[src/rtl/hwag_pkg.sv]
// Shared types and angle constants for the angle-event scheduler.
// The angle counter wraps from ANGLE_TOP back to 0 once per revolution.
package hwag_pkg;

    localparam int ANGLE_WIDTH = 24;
    localparam int ANGLE_TOP   = 3839;

    typedef enum logic {
        CH_OFF = 1'b0,
        CH_ON  = 1'b1
    } ch_state_t;

    typedef struct packed {
        logic                   en;
        logic [ANGLE_WIDTH-1:0] set;
        logic [ANGLE_WIDTH-1:0] clr;
    } sched_cfg_t;

endpackage

[src/rtl/hwag_sched_channel.sv]
// One scheduler channel: active config, OFF/ON state, dwell counter and sticky dwell fault.
// A config being committed this cycle is already the one used for matching.
module hwag_sched_channel
    import hwag_pkg::*;
#(
    parameter int DWELL_MAX = 1280
) (
    input  logic                   clk,
    input  logic                   rst_n,
    input  logic                   i_sync,
    input  logic                   i_step,
    input  logic [ANGLE_WIDTH-1:0] i_acnt,
    input  logic                   i_commit,
    input  sched_cfg_t             i_cfg,
    output logic                   o_on,
    output logic                   o_fault
);

    localparam int DW = $clog2(DWELL_MAX + 1);

    sched_cfg_t    r_cfg;
    ch_state_t     r_state;
    logic [DW-1:0] r_dwell;
    logic          r_fault;

    sched_cfg_t    w_cfg;
    logic [DW-1:0] w_dwell_inc;
    logic          w_force_off;
    logic          w_ev;
    logic          w_set_hit;
    logic          w_clr_hit;
    logic          w_trip;

    assign w_cfg       = i_commit ? i_cfg : r_cfg;
    assign w_dwell_inc = r_dwell + 1'b1;
    assign w_force_off = !i_sync || (i_commit && !i_cfg.en);
    assign w_ev        = i_step && !w_force_off;
    assign w_set_hit   = w_cfg.en && (i_acnt == w_cfg.set) && (w_cfg.set != w_cfg.clr);
    assign w_clr_hit   = (i_acnt == w_cfg.clr);
    // Stop angle wins over the dwell limit when both land on the same step.
    assign w_trip      = w_ev && (r_state == CH_ON) && !w_clr_hit && (w_dwell_inc == DW'(DWELL_MAX));

    // NOTE: state registers use non-blocking assignments so every flop samples pre-edge values.
    always_ff @(posedge clk or negedge rst_n) begin
        if (!rst_n) begin
            r_cfg   <= '0;
            r_state <= CH_OFF;
            r_dwell <= '0;
            r_fault <= 1'b0;
        end else begin
            if (i_commit) begin
                r_cfg <= i_cfg;
            end

            if (w_force_off) begin
                r_state <= CH_OFF;
            end else if (w_ev) begin
                if (r_state == CH_OFF) begin
                    if (w_set_hit) begin
                        r_state <= CH_ON;
                        r_dwell <= '0;
                    end
                end else if (w_clr_hit || w_trip) begin
                    r_state <= CH_OFF;
                end else begin
                    r_dwell <= w_dwell_inc;
                end
            end

            if (w_trip) begin
                r_fault <= 1'b1;
            end else if (i_commit) begin
                r_fault <= 1'b0;
            end
        end
    end

    assign o_on    = (r_state == CH_ON);
    assign o_fault = r_fault;

endmodule

[src/rtl/hwag_event_scheduler.sv]
// Multi-channel angle-event scheduler: single pending config slot with handshake and
// range validation, revolution-boundary commit, and loss-of-sync reporting.
module hwag_event_scheduler #(
    parameter int  CH_NUM      = 4,
    parameter int  ANGLE_WIDTH = hwag_pkg::ANGLE_WIDTH,
    parameter int  ANGLE_TOP   = hwag_pkg::ANGLE_TOP,
    parameter int  DWELL_MAX   = 1280,
    localparam int CH_W        = (CH_NUM > 1) ? $clog2(CH_NUM) : 1
) (
    input  logic                   clk,
    input  logic                   rst,
    input  logic                   hwag_start,
    input  logic [ANGLE_WIDTH-1:0] acnt,
    input  logic                   acnt_step,
    input  logic                   cfg_valid,
    output logic                   cfg_ready,
    input  logic [CH_W-1:0]        cfg_ch,
    input  logic                   cfg_en,
    input  logic [ANGLE_WIDTH-1:0] cfg_set,
    input  logic [ANGLE_WIDTH-1:0] cfg_clr,
    output logic                   cfg_err,
    output logic [CH_NUM-1:0]      ch_out,
    output logic [CH_NUM-1:0]      dwell_fault,
    output logic                   sync_lost
);

    import hwag_pkg::sched_cfg_t;

    localparam logic [ANGLE_WIDTH-1:0] L_TOP = ANGLE_WIDTH'(ANGLE_TOP);

    sched_cfg_t        r_pend;
    logic [CH_W-1:0]   r_pend_ch;
    logic              r_pend_vld;
    logic              r_cfg_err;
    logic              r_sync_d;
    logic              r_sync_lost;

    logic              w_accept;
    logic              w_bad;
    logic              w_commit_now;
    logic [CH_NUM-1:0] w_commit;
    logic [CH_NUM-1:0] w_on;

    assign w_accept     = cfg_valid && !r_pend_vld;
    assign w_bad        = (cfg_set > L_TOP) || (cfg_clr > L_TOP) || (int'({1'b0, cfg_ch}) >= CH_NUM);
    // Commit at the revolution boundary, or at once while the angle is not valid.
    assign w_commit_now = r_pend_vld && (!hwag_start || (acnt_step && (acnt == '0)));

    // NOTE: default first so every path assigns w_commit and no latch is inferred.
    always_comb begin
        w_commit = '0;
        if (w_commit_now) begin
            w_commit[r_pend_ch] = 1'b1;
        end
    end

    // NOTE: the pending slot is reset too, so a stale en=1 can never commit after reset.
    always_ff @(posedge clk or negedge rst) begin
        if (!rst) begin
            r_pend      <= '0;
            r_pend_ch   <= '0;
            r_pend_vld  <= 1'b0;
            r_cfg_err   <= 1'b0;
            r_sync_d    <= 1'b0;
            r_sync_lost <= 1'b0;
        end else begin
            r_cfg_err   <= w_accept && w_bad;
            r_sync_d    <= hwag_start;
            r_sync_lost <= r_sync_d && !hwag_start && (|w_on);
            if (w_accept && !w_bad) begin
                r_pend     <= '{en: cfg_en, set: cfg_set, clr: cfg_clr};
                r_pend_ch  <= cfg_ch;
                r_pend_vld <= 1'b1;
            end else if (w_commit_now) begin
                r_pend_vld <= 1'b0;
            end
        end
    end

    for (genvar g = 0; g < CH_NUM; g++) begin : g_ch
        hwag_sched_channel #(
            .DWELL_MAX(DWELL_MAX)
        ) u_ch (
            .clk     (clk),
            .rst_n   (rst),
            .i_sync  (hwag_start),
            .i_step  (acnt_step),
            .i_acnt  (acnt),
            .i_commit(w_commit[g]),
            .i_cfg   (r_pend),
            .o_on    (w_on[g]),
            .o_fault (dwell_fault[g])
        );
    end

    assign cfg_ready = !r_pend_vld;
    assign cfg_err   = r_cfg_err;
    assign sync_lost = r_sync_lost;
    assign ch_out    = w_on;

endmodule

[config.mk]
export PLATFORM = sky130hd
export DESIGN_NAME = hwag_event_scheduler
export DESIGN_NICKNAME = d
export VERILOG_FILES = /design/src/rtl/hwag_pkg.sv /design/src/rtl/hwag_sched_channel.sv /design/src/rtl/hwag_event_scheduler.sv
export SDC_FILE = /design/constraint.sdc
export NUM_CORES = 1
export LEC_CHECK = 0
export CORE_ASPECT_RATIO = 1.1
export CORE_MARGIN = 2
export CORE_UTILIZATION = 30
export DETAILED_ROUTE_END_ITERATION = 6
export GPL_TIMING_DRIVEN = 1
export PLACE_DENSITY = 0.57
export SKIP_LAST_GASP = 1
export SLEW_MARGIN = 15
export SYNTH_ARGS = -nofsm -noshare
export SYNTH_HDL_FRONTEND = slang
export SYNTH_SLANG_ARGS = --single-unit
[constraint.sdc]
create_clock -name clk -period 4 [get_ports clk]
set_input_delay 0.8 -clock clk [delete_from_list [all_inputs] [get_ports clk]]
set_output_delay 0.8 -clock clk [all_outputs]
set_load 0.1 [all_outputs]
=== Yosys cells after proc, flatten, opt, wreduce, memory -nomap -nowiden ===
Cells that the tools add are included.

* Mux-type cells: 49
* Add/subtract/negate cells: 4
* Order comparisons: 4
* Equality and inequality tests: 20
* Multipliers: 0
* Reduce and logical (&&, ||, !) cells: 77
* Bitwise operators: 4
* Divide/modulo/power cells: 0
* Shifts and indexed selects: 0

{| class="wikitable"
|+ Operators with widths
! operator !! number
|-
| 2-to-1 mux 49 bit || 4
|-
| == test 24 bit || 8
|-
| 2-to-1 mux 11 bit || 12
|-
| inequality test 24 bit || 4
|-
| greater-than comparator 24 x 12 -> 1 bit (second input constant) || 2
|-
| adder 11 x 1 -> 11 bit (second input constant) || 4
|-
| == test 11 bit (second input constant) || 4
|-
| logical AND 1 bit || 36
|-
| 2-to-1 mux 1 bit || 31
|-
| nonzero test 2 bit || 13
|-
| zero test 24 bit || 1
|-
| AND reduction 4 bit || 4
|-
| zero test 1 bit || 12
|-
| logical OR 1 bit || 10
|-
| inequality test 2 bit (second input constant) || 4
|-
| 2-to-1 mux 4 bit || 1
|-
| NOT 1 bit || 4
|-
| OR reduction 4 bit || 1
|-
| < comparator 2 x 3 -> 1 bit (second input constant) || 1
|-
| demux 1 bit (select 2 bit) || 1
|-
| >= comparator 2 x 1 -> 1 bit (second input constant) || 1
|}

* Bits in latches: 0
* Bits in writable memories: 0
* Memories: 0
* Bits in read-only memories: 0
* Flip-flop bits (word level): 303
* Logic and storage cells: 190

=== Logic depth before layout (Yosys ltp) ===
* Word-level depth: 17
* Gate-level depth with buffers: 13

=== Modules after synthesis ===
Synthesis repeated with hierarchy kept, for this count alone.

* Cell total of the unflattened synthesis: 1524
* Area total of the unflattened synthesis: 17566.8 um2

{| class="wikitable"
|+ By module, submodules not included
! module !! cells an instance !! times used !! area each (um2)
|-
| hwag_sched_channel (g_ch[0].u_ch ...) || 346 || 3 || 3900.0
|-
| hwag_sched_channel (g_ch[3].u_ch) || 342 || 1 || 3783.6
|-
| hwag_event_scheduler || 144 || 1 || 2083.2
|}

=== Worst setup path before layout ===
No wires, ideal clock.

* Path type: input -> register
* From: input port acnt[10]
* To: register g_ch[3].u_ch.r_dwell[4]
* Setup slack: 0.283 ns
* Setup time: 0.118 ns
* Arrival: 3.599 ns
* Data required time: 3.882 ns
* Path buffers: 2
* Cell stages on the path: 11
* Cell sequence: buf_2 -> nor4_2 -> and4_4 -> a21oi_4 -> nor2_4 -> mux2_2 -> a2111o_1 -> or4_4 -> buf_6 -> mux2_4 -> a21o_1

{| class="wikitable"
|+ RTL lines
! element !! RTL line !! RTL
|-
| start, declared || hwag_event_scheduler.sv:13 || <nowiki>input logic [ANGLE_WIDTH-1:0] acnt,</nowiki>
|-
| end signal, assigned || hwag_sched_channel.sv:66 || <nowiki>r_dwell <= w_dwell_inc;</nowiki>
|-
| end, declared || hwag_sched_channel.sv:23 || <nowiki>logic [DW-1:0] r_dwell;</nowiki>
|}

=== Final worst setup path ===
* From: input port acnt[14]
* To: register g_ch[3].u_ch.r_dwell[3]

* Longest elaborated chain between the ends: 15
* Elaborated cells between the ends (all ways): 24
* Classes of those cells: eq/ne: 4; mux: 2; bitwise: 1; reduce/logical: 17

{| class="wikitable"
|+ RTL lines
! element
|-
| parallel branches: the longest is 14 deep, another holds 2-to-1 mux 49 bit
|-
| AND reduction 4 bit (no line) *
|}

Mark *: on every way between the ends.
A chain may end at the register's enable or synchronous reset.

==> metrics <==
total power draw=0.00743 W; clock skew=14.2 ps; first-pass GRT wire length=112000 um; layout cells sized above 1=0.174; worst-case reg-to-reg path depth=11; Die X=237 um; final hold vios=0; top cells by area, synth=dfrtp_1 42%, nand2_1 10%, xnor2_1 7.2%; Syn Nets=2137; initial antenna violation count=1; Max Cap Viol=0; minimum clock period=3840 ps; CTS Buf Count=38; worst hold slack=174 ps; Post-Syn Instances=2049; Die ar.=61700 um^2; Synth area leader=dfrtp_1; final setup fails=0; Area growth, synth to finish=26.0%; RR Startpoint=r_pend[20]$_DFFE_PN0P_; ys flop type=dfrtp_1; DR pass1 iterations=5; crit start category=primary input; Slew Limit Fails=0; Finished Layout Cells=3093; grt total ovfl=0; Num Clock Sinks=303; DPL Wire Length=60300 um; peak supply drop=0.233 mV; gr usage total=0.250; cell total after placement=3023; Async SR Flop Fraction=1.00; RePlAce Congestion=0.998; Design Area, Final=22600 um^2; Synth Area in XOR/XNOR=0.138; synthesized area=17900 um^2; Hold Path Class=primary input to async pin; Placed Area=21300 um^2; largest net degree at the start of global routing=106; Simple-Gate Fraction of Synth Area=0.242; Tcrit/Tclk final=0.961; Post-Synth Adder-Cell Area=0.00558; H-tree depth=2; post-CTS resize count=0; Final ANT Viol Nets=0; max_slew headroom=0.326; pwr/cell area=329 nW/um^2; Starting Density=0.305; Slew @ Worst Pin=1010 ps; Die H=260 um; drt first-iter violations=1412; Ports=91; Worst-Skew Late Latency=560 ps; root buf cell=clkbuf_16; Synth top area share=0.423; Fmax=0.260 GHz; Mapped Avg Cell Area=8.75 um^2; drt via density=5.32; mux share of post-synthesis cell area=0.0380; main combinational cell family by area after synthesis=simple AND/OR/NAND/NOR gates; CTS tree=built; Synth Warn #=0; vias=16452; R2R Setup Slk=510 ps; Max FO, Critical Path=5; final wirelength=77300 um; status=finished clean; Nets=2391; Seq/Total Area, Yosys=0.423; Core Region=58800 um^2; CP required=4440 ps; port bufs=90; Synth Area in Compound Gates=0.102; routed length per instance=25.0 um; Worst EP arrival=4290 ps; reg2reg end=g_ch[2].u_ch.o_on$_DFFE_PN0P_; setup tns final=0 ps; vias in the first global route=16015; Distinct cells, synth=82; CP endpoint kind=flip-flop; #FFs+latches synth=303; Post-CTS Setup Bufs=0; Post-synth EDFFs=0; number of remaining DRC errors=0; CTS clk-pin slew, worst paths=50 ps; Rows=93; Post-CTS Hold Buffers=0; # diodes=0; P_leak=10.9 nW; unrepaired setup endpoints after global routing=false; CTS Buffer Depth=3; crit path kind=primary input to flip-flop
-- registers in the layout (all words and copies together), names as in the netlist --
name	cells
r_pend	49
g_ch.u_ch.r_cfg	196
r_pend_ch	2
g_ch.u_ch.o_on	4
sync_lost	1
r_pend_vld	1
g_ch.u_ch.r_dwell	44
cfg_err	1
g_ch.u_ch.o_fault	4
r_sync_d	1
-- cell usage after synthesis (7+ instances only) --
cell,count
buf_1,16
nand4_1,49
buf_2,17
clkbuf_1,80
inv_1,79
o21ai_1,23
o2111ai_1,7
xor2_1,135
o211ai_1,9
a31oi_1,10
xnor2_1,147
a21o_1,9
a22o_1,8
a21oi_1,40
buf_4,13
or2_2,7
nor4_1,59
o22ai_1,17
dfrtp_1,303
nand2_1,484
mux2_2,40
nand3_1,54
nor2_1,47
ha_1,8
nor4b_1,10
mux2i_1,20
nor2b_1,66
nor3b_1,7
nand2b_1,15
o21ai_0,78
and3_1,14
a2111oi_0,9
and2_1,17
or4_1,7
nor3_1,38
clkbuf_2,7
-- area by class of cell --
type | count | area (um^2)
well taps | 760 | 951
multi-input cells | 1528 | 9450
repair buffers | 351 | 2980
inverters | 81 | 304
flip-flops and latches | 303 | 7580
fillers | 5968 | 36200
clock buffers | 51 | 1120
clock inverters | 19 | 195
-- power breakdown --
| group | switching (W) | total (W) | leakage, nW | internal, W |
|---|---|---|---|---|
| logic | 0.000389 | 0.000659 | 6.14 | 0.000269 |
| clock network | 0.00142 | 0.00365 | 0.668 | 0.00223 |
| registers | 0.0000291 | 0.00312 | 4.06 | 0.00309 |
| total | 0.00184 | 0.00743 | 10.9 | 0.00559 |
-- routing by layer --
layer	wire, um	global-route usage
met5	11	0
met4	3010	0.0874
met3	5910	0.0508
met2	34400	0.396
met1	34000	0.339
-- placed cells by master (no fill, tap or decap), drive strengths merged, types with 41 or more instances in the layout --
| cell | n |
|---|---|
| a21oi | 41 |
| buf | 262 |
| clkbuf | 51 |
| clkdlybuf4s50 | 89 |
| dfrtp | 303 |
| inv | 80 |
| mux2 | 42 |
| nand2 | 485 |
| nand3 | 54 |
| nand4 | 49 |
| nor2 | 50 |
| nor2b | 66 |
| nor4 | 64 |
| o21ai | 101 |
| xnor2 | 147 |
| xor2 | 135 |
-- metrics by stage --
step | setup WS (ps) | utilization
4_1_cts | 176 | 0.384
2_1_floorplan | 283 | -
6_report | 155 | 0.384
3_3_place_gp | -374 | 0.362
3_5_place_dp | -414 | 0.362
5_1_grt | 29.5 | 0.384
-- cell families after synthesis --
group	Yosys count
buffers and inverters	218
adders and majority gates	8
xor gates and xnor gates	282
DFF	303
and+or+nand+nor	901
AOI/OAI and AO/OA	275
muxes	62
-- critical path, stage by stage --
cell and delay [ps]:
clkdlybuf4s50_1 600, buf_4 270, xnor2_1 440, nor3b_1 240, nand4_1 160, or4_1 440
mux2i_1 180, o2111ai_1 130, or4_4 560, mux2_4 280, a21o_1 170
-- worst max path at each step --
stage,start,endpoint,slack (ps)
CTS,acnt[10],g_ch[0].u_ch.r_dwell[0]$_DFFE_PN0P_,180
floorplan,acnt[10],g_ch[3].u_ch.r_dwell[4]$_DFFE_PN0P_,280
detailed placement,acnt[10],g_ch[0].u_ch.r_dwell[0]$_DFFE_PN0P_,-410
global placement,acnt[14],g_ch[0].u_ch.o_on$_DFFE_PN0P_,-370
global route,acnt[14],g_ch[0].u_ch.o_on$_DFFE_PN0P_,30
finish,acnt[14],g_ch[3].u_ch.r_dwell[3]$_DFFE_PN0P_,160
(Power assumes the default switching activity.)
